--- config.mk ---
export PLATFORM = sky130hd
export DESIGN_NAME = alu_ctrl
export DESIGN_NICKNAME = d
export VERILOG_FILES = /design/src/rtl/alu_ctrl_pkg.sv /design/src/rtl/alu_ctrl_rf.sv /design/src/rtl/alu_ctrl.sv
export SDC_FILE = /design/constraint.sdc
export NUM_CORES = 2
export LEC_CHECK = 0
export CAP_MARGIN = 5
export CELL_PAD_IN_SITES_DETAIL_PLACEMENT = 0
export CELL_PAD_IN_SITES_GLOBAL_PLACEMENT = 1
export CORE_ASPECT_RATIO = 0.6
export CORE_MARGIN = 2
export CORE_UTILIZATION = 40
export DETAILED_ROUTE_END_ITERATION = 10
export HOLD_SLACK_MARGIN = 0.05
export PLACE_DENSITY_LB_ADDON = 0.1
export SKIP_LAST_GASP = 1
export SLEW_MARGIN = 10
export SYNTH_ARGS = -nofsm -noshare
export SYNTH_HDL_FRONTEND = slang
export SYNTH_HIERARCHICAL = 1
export SYNTH_SLANG_ARGS = --single-unit
--- constraint.sdc ---
create_clock -name clk -period 2.8 [get_ports clk]
set_clock_uncertainty 0.15 [all_clocks]
set_input_delay 0.84 -clock clk [delete_from_list [all_inputs] [get_ports clk]]
set_output_delay 0.84 -clock clk [all_outputs]
set_load 0.02 [all_outputs]
--- src/rtl/alu_ctrl_pkg.sv ---
`default_nettype none
// ============================================================================
// alu_ctrl_pkg : widths, op/state encodings and latency preload helper
// Rev 1.0
// ============================================================================
package alu_ctrl_pkg;
  localparam int M      = 163;
  localparam int ADDR_W = 3;
  localparam int NREGS  = 1 << ADDR_W;
  localparam int CNT_W  = 8;

  typedef enum logic [1:0] {
    OP_MUL   = 2'b00,
    OP_ADD   = 2'b01,
    OP_SQADD = 2'b10,
    OP_SQSQ  = 2'b11
  } op_e;

  typedef enum logic [1:0] {
    ST_IDLE  = 2'd0,
    ST_ISSUE = 2'd1,
    ST_WAIT  = 2'd2,
    ST_WB    = 2'd3
  } state_e;

  // WAIT runs from preload down to zero, i.e. exactly the op's ALU latency.
  function automatic logic [CNT_W-1:0] lat_preload(input op_e op, input int mul_lat,
                                                   input int sqa_lat, input int ss_lat);
    int lat;
    case (op)
      OP_MUL:           lat = mul_lat;
      OP_ADD, OP_SQADD: lat = sqa_lat;
      default:          lat = ss_lat;
    endcase
    return CNT_W'(lat - 1);
  endfunction
endpackage
`default_nettype wire

--- src/rtl/alu_ctrl_rf.sv ---
`default_nettype none
// ============================================================================
// alu_ctrl_rf : 8 x 163 register file, one write port, two combinational
//               operand reads and one registered (read-before-write) host read
// Rev 1.0
// ============================================================================
module alu_ctrl_rf
  import alu_ctrl_pkg::*;
(
  input  logic              clk,
  input  logic              rst,
  input  logic              we,
  input  logic [ADDR_W-1:0] waddr,
  input  logic [M-1:0]      wdata,
  input  logic [ADDR_W-1:0] ra_addr,
  input  logic [ADDR_W-1:0] rb_addr,
  output logic [M-1:0]      ra_data,
  output logic [M-1:0]      rb_data,
  input  logic [ADDR_W-1:0] rd_addr,
  output logic [M-1:0]      rd_data
);
  logic [M-1:0] mem_q [NREGS];
  logic [M-1:0] mem_d [NREGS];
  logic [M-1:0] rd_data_q, rd_data_d;

  always_comb begin
    mem_d = mem_q;
    if (we) mem_d[waddr] = wdata;
    // Host read samples the pre-write contents.
    rd_data_d = mem_q[rd_addr];
  end

  always_ff @(posedge clk) begin
    if (rst) begin
      for (int i = 0; i < NREGS; i++) mem_q[i] <= '0;
      rd_data_q <= '0;
    end else begin
      mem_q     <= mem_d;
      rd_data_q <= rd_data_d;
    end
  end

  assign ra_data = mem_q[ra_addr];
  assign rb_data = mem_q[rb_addr];
  assign rd_data = rd_data_q;
endmodule
`default_nettype wire

--- src/rtl/alu_ctrl.sv ---
`default_nettype none
// ============================================================================
// alu_ctrl : command FSM sequencing a GF(2^163) ALU over a small register file
// Rev 1.0
// ============================================================================
module alu_ctrl
  import alu_ctrl_pkg::*;
#(
  parameter int MUL_LAT = 11,
  parameter int SQA_LAT = 1,
  parameter int SS_LAT  = 1
) (
  input  logic              clk,
  input  logic              rst,
  input  logic              cmd_valid,
  output logic              cmd_ready,
  input  logic [1:0]        cmd_op,
  input  logic [ADDR_W-1:0] cmd_ra,
  input  logic [ADDR_W-1:0] cmd_rb,
  input  logic [ADDR_W-1:0] cmd_rd,
  input  logic              ld_en,
  input  logic [ADDR_W-1:0] ld_addr,
  input  logic [M-1:0]      ld_data,
  input  logic [ADDR_W-1:0] rd_addr,
  output logic [M-1:0]      rd_data,
  output logic              busy,
  output logic              done,
  output logic [M-1:0]      DA,
  output logic [M-1:0]      DB,
  output logic              Mul_enable,
  output logic              SQA_opt,
  input  logic [M-1:0]      BP_OUT1,
  input  logic [M-1:0]      BP_OUT2,
  input  logic [M-1:0]      SS_OUT
);
  generate
    if (MUL_LAT < 1 || MUL_LAT > 255 || SQA_LAT < 1 || SQA_LAT > 255 ||
        SS_LAT < 1 || SS_LAT > 255) begin : g_lat_check
      $error("alu_ctrl: latency parameters must lie in 1..255");
    end
  endgenerate

  state_e              state_q, state_d;
  op_e                 op_q, op_d;
  logic [ADDR_W-1:0]   ra_q, ra_d, rb_q, rb_d, rd_q, rd_d;
  logic [CNT_W-1:0]    cnt_q, cnt_d;
  logic [M-1:0]        da_q, da_d, db_q, db_d;
  logic                done_q, done_d;

  logic                rf_we;
  logic [ADDR_W-1:0]   rf_waddr;
  logic [M-1:0]        rf_wdata;
  logic [M-1:0]        ra_data, rb_data;
  logic [M-1:0]        result;

  alu_ctrl_rf u_rf (
    .clk     (clk),
    .rst     (rst),
    .we      (rf_we),
    .waddr   (rf_waddr),
    .wdata   (rf_wdata),
    .ra_addr (ra_q),
    .rb_addr (rb_q),
    .ra_data (ra_data),
    .rb_data (rb_data),
    .rd_addr (rd_addr),
    .rd_data (rd_data)
  );

  always_comb begin
    result = SS_OUT;
    case (op_q)
      OP_MUL:           result = BP_OUT1;
      OP_ADD, OP_SQADD: result = BP_OUT2;
      default:          result = SS_OUT;
    endcase
  end

  always_comb begin
    state_d  = state_q;
    op_d     = op_q;
    ra_d     = ra_q;
    rb_d     = rb_q;
    rd_d     = rd_q;
    cnt_d    = cnt_q;
    da_d     = da_q;
    db_d     = db_q;
    done_d   = 1'b0;
    rf_we    = 1'b0;
    rf_waddr = ld_addr;
    rf_wdata = ld_data;

    case (state_q)
      ST_IDLE: begin
        // A host load and an accept may share this cycle; ISSUE then sees the load.
        rf_we = ld_en;
        if (cmd_valid) begin
          op_d    = op_e'(cmd_op);
          ra_d    = cmd_ra;
          rb_d    = cmd_rb;
          rd_d    = cmd_rd;
          state_d = ST_ISSUE;
        end
      end
      ST_ISSUE: begin
        da_d    = ra_data;
        db_d    = rb_data;
        cnt_d   = lat_preload(op_q, MUL_LAT, SQA_LAT, SS_LAT);
        state_d = ST_WAIT;
      end
      ST_WAIT: begin
        if (cnt_q == '0) state_d = ST_WB;
        else             cnt_d   = cnt_q - CNT_W'(1);
      end
      ST_WB: begin
        rf_we    = 1'b1;
        rf_waddr = rd_q;
        rf_wdata = result;
        done_d   = 1'b1;
        state_d  = ST_IDLE;
      end
      default: state_d = ST_IDLE;
    endcase
  end

  always_ff @(posedge clk) begin
    if (rst) begin
      state_q <= ST_IDLE;
      op_q    <= OP_MUL;
      ra_q    <= '0;
      rb_q    <= '0;
      rd_q    <= '0;
      cnt_q   <= '0;
      da_q    <= '0;
      db_q    <= '0;
      done_q  <= 1'b0;
    end else begin
      state_q <= state_d;
      op_q    <= op_d;
      ra_q    <= ra_d;
      rb_q    <= rb_d;
      rd_q    <= rd_d;
      cnt_q   <= cnt_d;
      da_q    <= da_d;
      db_q    <= db_d;
      done_q  <= done_d;
    end
  end

  assign cmd_ready  = (state_q == ST_IDLE);
  assign busy       = (state_q != ST_IDLE);
  assign done       = done_q;
  assign DA         = da_q;
  assign DB         = db_q;
  assign Mul_enable = (state_q == ST_ISSUE || state_q == ST_WAIT) && (op_q == OP_MUL);
  assign SQA_opt    = (state_q == ST_ISSUE || state_q == ST_WAIT) && (op_q == OP_SQADD);
endmodule
`default_nettype wire

==> results.toml <==
[clock_network]
hold_buffers = 0
htree_levels = 4
clock_sinks = 1815
clockBufferDepth = 4
clock_latency_ns = 0.89
cts_buffers = 191
cts_root_buf = "clkbuf_16"
cts.clk_slew.worst_paths_ns = 0.06
cts_tree = "done"

[sta]
hold_viol = 0
fin_crit_ns = 2.83
rsz0062_at_grt = "yes"
timing.hold.ws_ns = 0.305
setup_ws_ns = -0.0261
worstMarginPinSlew_ns = 0.660
maxSlewViolCount = 0
setup_viol = 2
slew_headroom_pct = 56.0
max_clock_freq_mhz = 354
finalCritPeriodShare_pct = 101

[outcome]
violations = "negative setup slack"
status = "finished with violations"

[cells_and_area]
nFillCells = 21670
nets = 11534
drive_gt1_share_pct = 23.1
stdcell_count = 14188
syn2layout_area_growth_pct = 27.0
final_core_util_pct = 51.0
seq_area_um2 = 36400
multi_input_area_um2 = 54200

[worst_setup_path]
reg2reg_depth = 10
cp_max_fo = 3
crit_arrival_ns = 1.84
cp_slowest_cell = "dfxtp_4"
startpoint_type = "flop"
end_kind = "output pin"
required_ns = 1.81
crit_type = "reg2out"
path_cells = "inv_4 > ha_4 > and2_4 > buf_8"
slowest_delay_ns = 0.36

[synth]
netlist_area_um2 = 95800
syn_nets = 10521
avgSynthCellArea_um2 = 9.74
synth-seq-area-share_pct = 37.9
synthFlopType = "dfxtp_1"
synth.distinct_cells = 43
synth_edf_count = 0
synth_cells = 9840
synth-seq-cells = 1815
synth_warnings = 6
ys_async_sr_fraction_pct = 0

[die]
io-pin-count = 1167
die_y_um = 383
coreArea_um2 = 239000
die_area_um2 = 244000
initial_core_util_pct = 40.1
die_w_um = 636
rows = 139

[global_routing]
antenna_found_initial = 30
grt_pass1_vias = 79510
gr-total-overflow = 0
grt_max_degree = 96
grt_pass1_wl_mm = 585
grtUsageTotal_pct = 32.3

[drt]
dr.pass1.iters = 8
vias = 83332
drcViolationCount = 0
wirelength_mm = 408
ant_nets = 0
routedWlPerCell_um = 28.7
drtIter0Drc = 8648
vias_per_cell = 5.87

[placed_design]
placed_cells = 13816
hpwl_mm = 294
dp_slack_ns = -0.398
io_buffer_count = 1166
globalplace.congestion = 0.936

[pwr]
power_density_nw_per_um2 = 665
pwr-share-clk_pct = 34.0
ir_drop_v = 0.000510
p_sw_share_pct = 33.3
p_sw_mw = 27.0
power_frac_seq_pct = 35.5
pwr-share-comb_pct = 30.5
p_leak_nw = 44.1
p_int_mw = 53.9
total_power_mw = 80.9

[min_path]
hold_class = "reg2reg"
hold_path_depth = 2

[job]
drv_cap = 0
## worst max-delay path: cells and delay by family, from the launching register on
| kind | cells | cell delay [ns] |
|---|---|---|
| fa+ha+maj | 1 | 0.29 |
| buf+inv | 2 | 0.17 |
| flops | 1 | 0.36 |
| simple gates | 1 | 0.15 |
## timing repair
item,in CTS,in global routing
buffers inserted,10,3
endpoints found under the hold margin,0,0
gates cloned,2,1
gates resized for setup,519,20
setup endpoints to repair,493,91
pin swaps,3,5
## per-layer routing
metal	track usage, %	vias to the layer above	wire [um]
met4	11.5	10	14200
met3	5.48	618	32200
met5	0.412	-	185
li1	-	36807	-
met1	46.2	41912	178000
met2	49.4	3985	183000
## logic make-up after synthesis
| group | synth area share (%) |
|---|---|
| multiplexers | 33.9 |
| XOR/XNOR | 0.0183 |
| flip-flops | 37.9 |
| buffers and inverters | 5.74 |
| AND/OR/NAND/NOR | 13.2 |
| AO/OA/AOI/OAI | 9.10 |
| adder cells (fa/ha/maj) | 0.104 |
## worst paths after layout
| kind | from | endpoint | slack, ns |
|---|---|---|---|
| max | state_q[1]$_SDFFE_PP0P_ | SQA_opt | -0.03 |
| min | rd_q[1]$_SDFFE_PP0P_ | rd_q[1]$_SDFFE_PP0P_ | 0.30 |
| max reg2reg | op_q[0]$_SDFFE_PP0P_ | u_rf/mem_q[1083]$_SDFFE_PP0P_ | 0.06 |
| min reg2reg | rd_q[1]$_SDFFE_PP0P_ | rd_q[1]$_SDFFE_PP0P_ | 0.30 |
## through the flow
stage,TNS [ns],instance area [um2]
global route,-0.102,122000
detailed placement,-315.77,115000
finish,-0.0431,122000
floorplan,0,95800
global placement,-287.59,115000
CTS,-0.310,122000
## synthesized netlist by cell type (2+ instances only)
cell type  count  share of area [%]
nand3_1        4              0.021
nand4bb_1      3              0.035
o21ai_1      164               0.86
buf_4        186                1.5
dfxtp_1     1815                 38
xor2_1         2              0.018
buf_2        381                2.0
mux2_1         3              0.035
nand2b_1       3              0.020
nor2_1       500                2.0
buf_1         52               0.20
and2_1         2              0.013
nand4b_1       3              0.027
a22oi_1      163                1.3
clkbuf_1     394                1.5
mux2i_1      490                5.1
buf_6         43               0.51
a211oi_1       3              0.023
ha_1           8               0.10
nand2_1     2800                 11
a21oi_1     1319                6.9
and4b_1        3              0.031
mux2_2       490                5.8
inv_1         10              0.039
mux4_2       978                 23
nor3b_2        2              0.026
and4bb_1       3              0.039
## flip-flops by register name, indices dropped and copies added, names as in the netlist
| name | cells |
|---|---|
| u_rf/mem_q | 1304 |
| DA | 163 |
| DB | 163 |
| u_rf/rd_data | 163 |
| cnt_q | 8 |
| ra_q | 3 |
| rb_q | 3 |
| rd_q | 3 |
| op_q | 2 |
| state_q | 2 |
| done | 1 |
## cells in the final DEF, fill, tap and decap left out, drive strengths merged, types with 4 or more instances in the layout
| master | count |
|---|---|
| nand3 | 4 |
| bufinv | 24 |
| mux2i | 490 |
| dlygate4sd2 | 486 |
| dfxtp | 1815 |
| a22oi | 163 |
| nor2 | 500 |
| nand2 | 2800 |
| inv | 13 |
| ha | 8 |
| a21oi | 1319 |
| clkdlybuf4s50 | 668 |
| o21ai | 165 |
| diode | 19 |
| clkinv | 27 |
| mux4 | 978 |
| buf | 714 |
| clkbuf | 272 |
| clkinvlp | 13 |
| mux2 | 493 |
## cell type report
class | count | share of cell area (%)
diodes | 19 | 0.0391
clock buffers | 270 | 4.58
clock inverters | 67 | 0.818
inverters | 10 | 0.0350
multi-input cells | 6959 | 44.5
flip-flops and latches | 1815 | 29.9
well taps | 3172 | 3.26
repair buffers | 1876 | 16.8
## power by group through the flow
stage | registers [mW] | logic (mW) | clock network [mW]
after floorplan | 28.8 | 14.1 | 0
after global placement | 29.1 | 24.1 | 0
after detailed placement | 29.2 | 24.2 | 0
after CTS | 28.6 | 24.5 | 27.9
after global routing | 28.8 | 25.8 | 29.0
final | 28.7 | 24.7 | 27.5
Power figures use the tool's default switching activity.
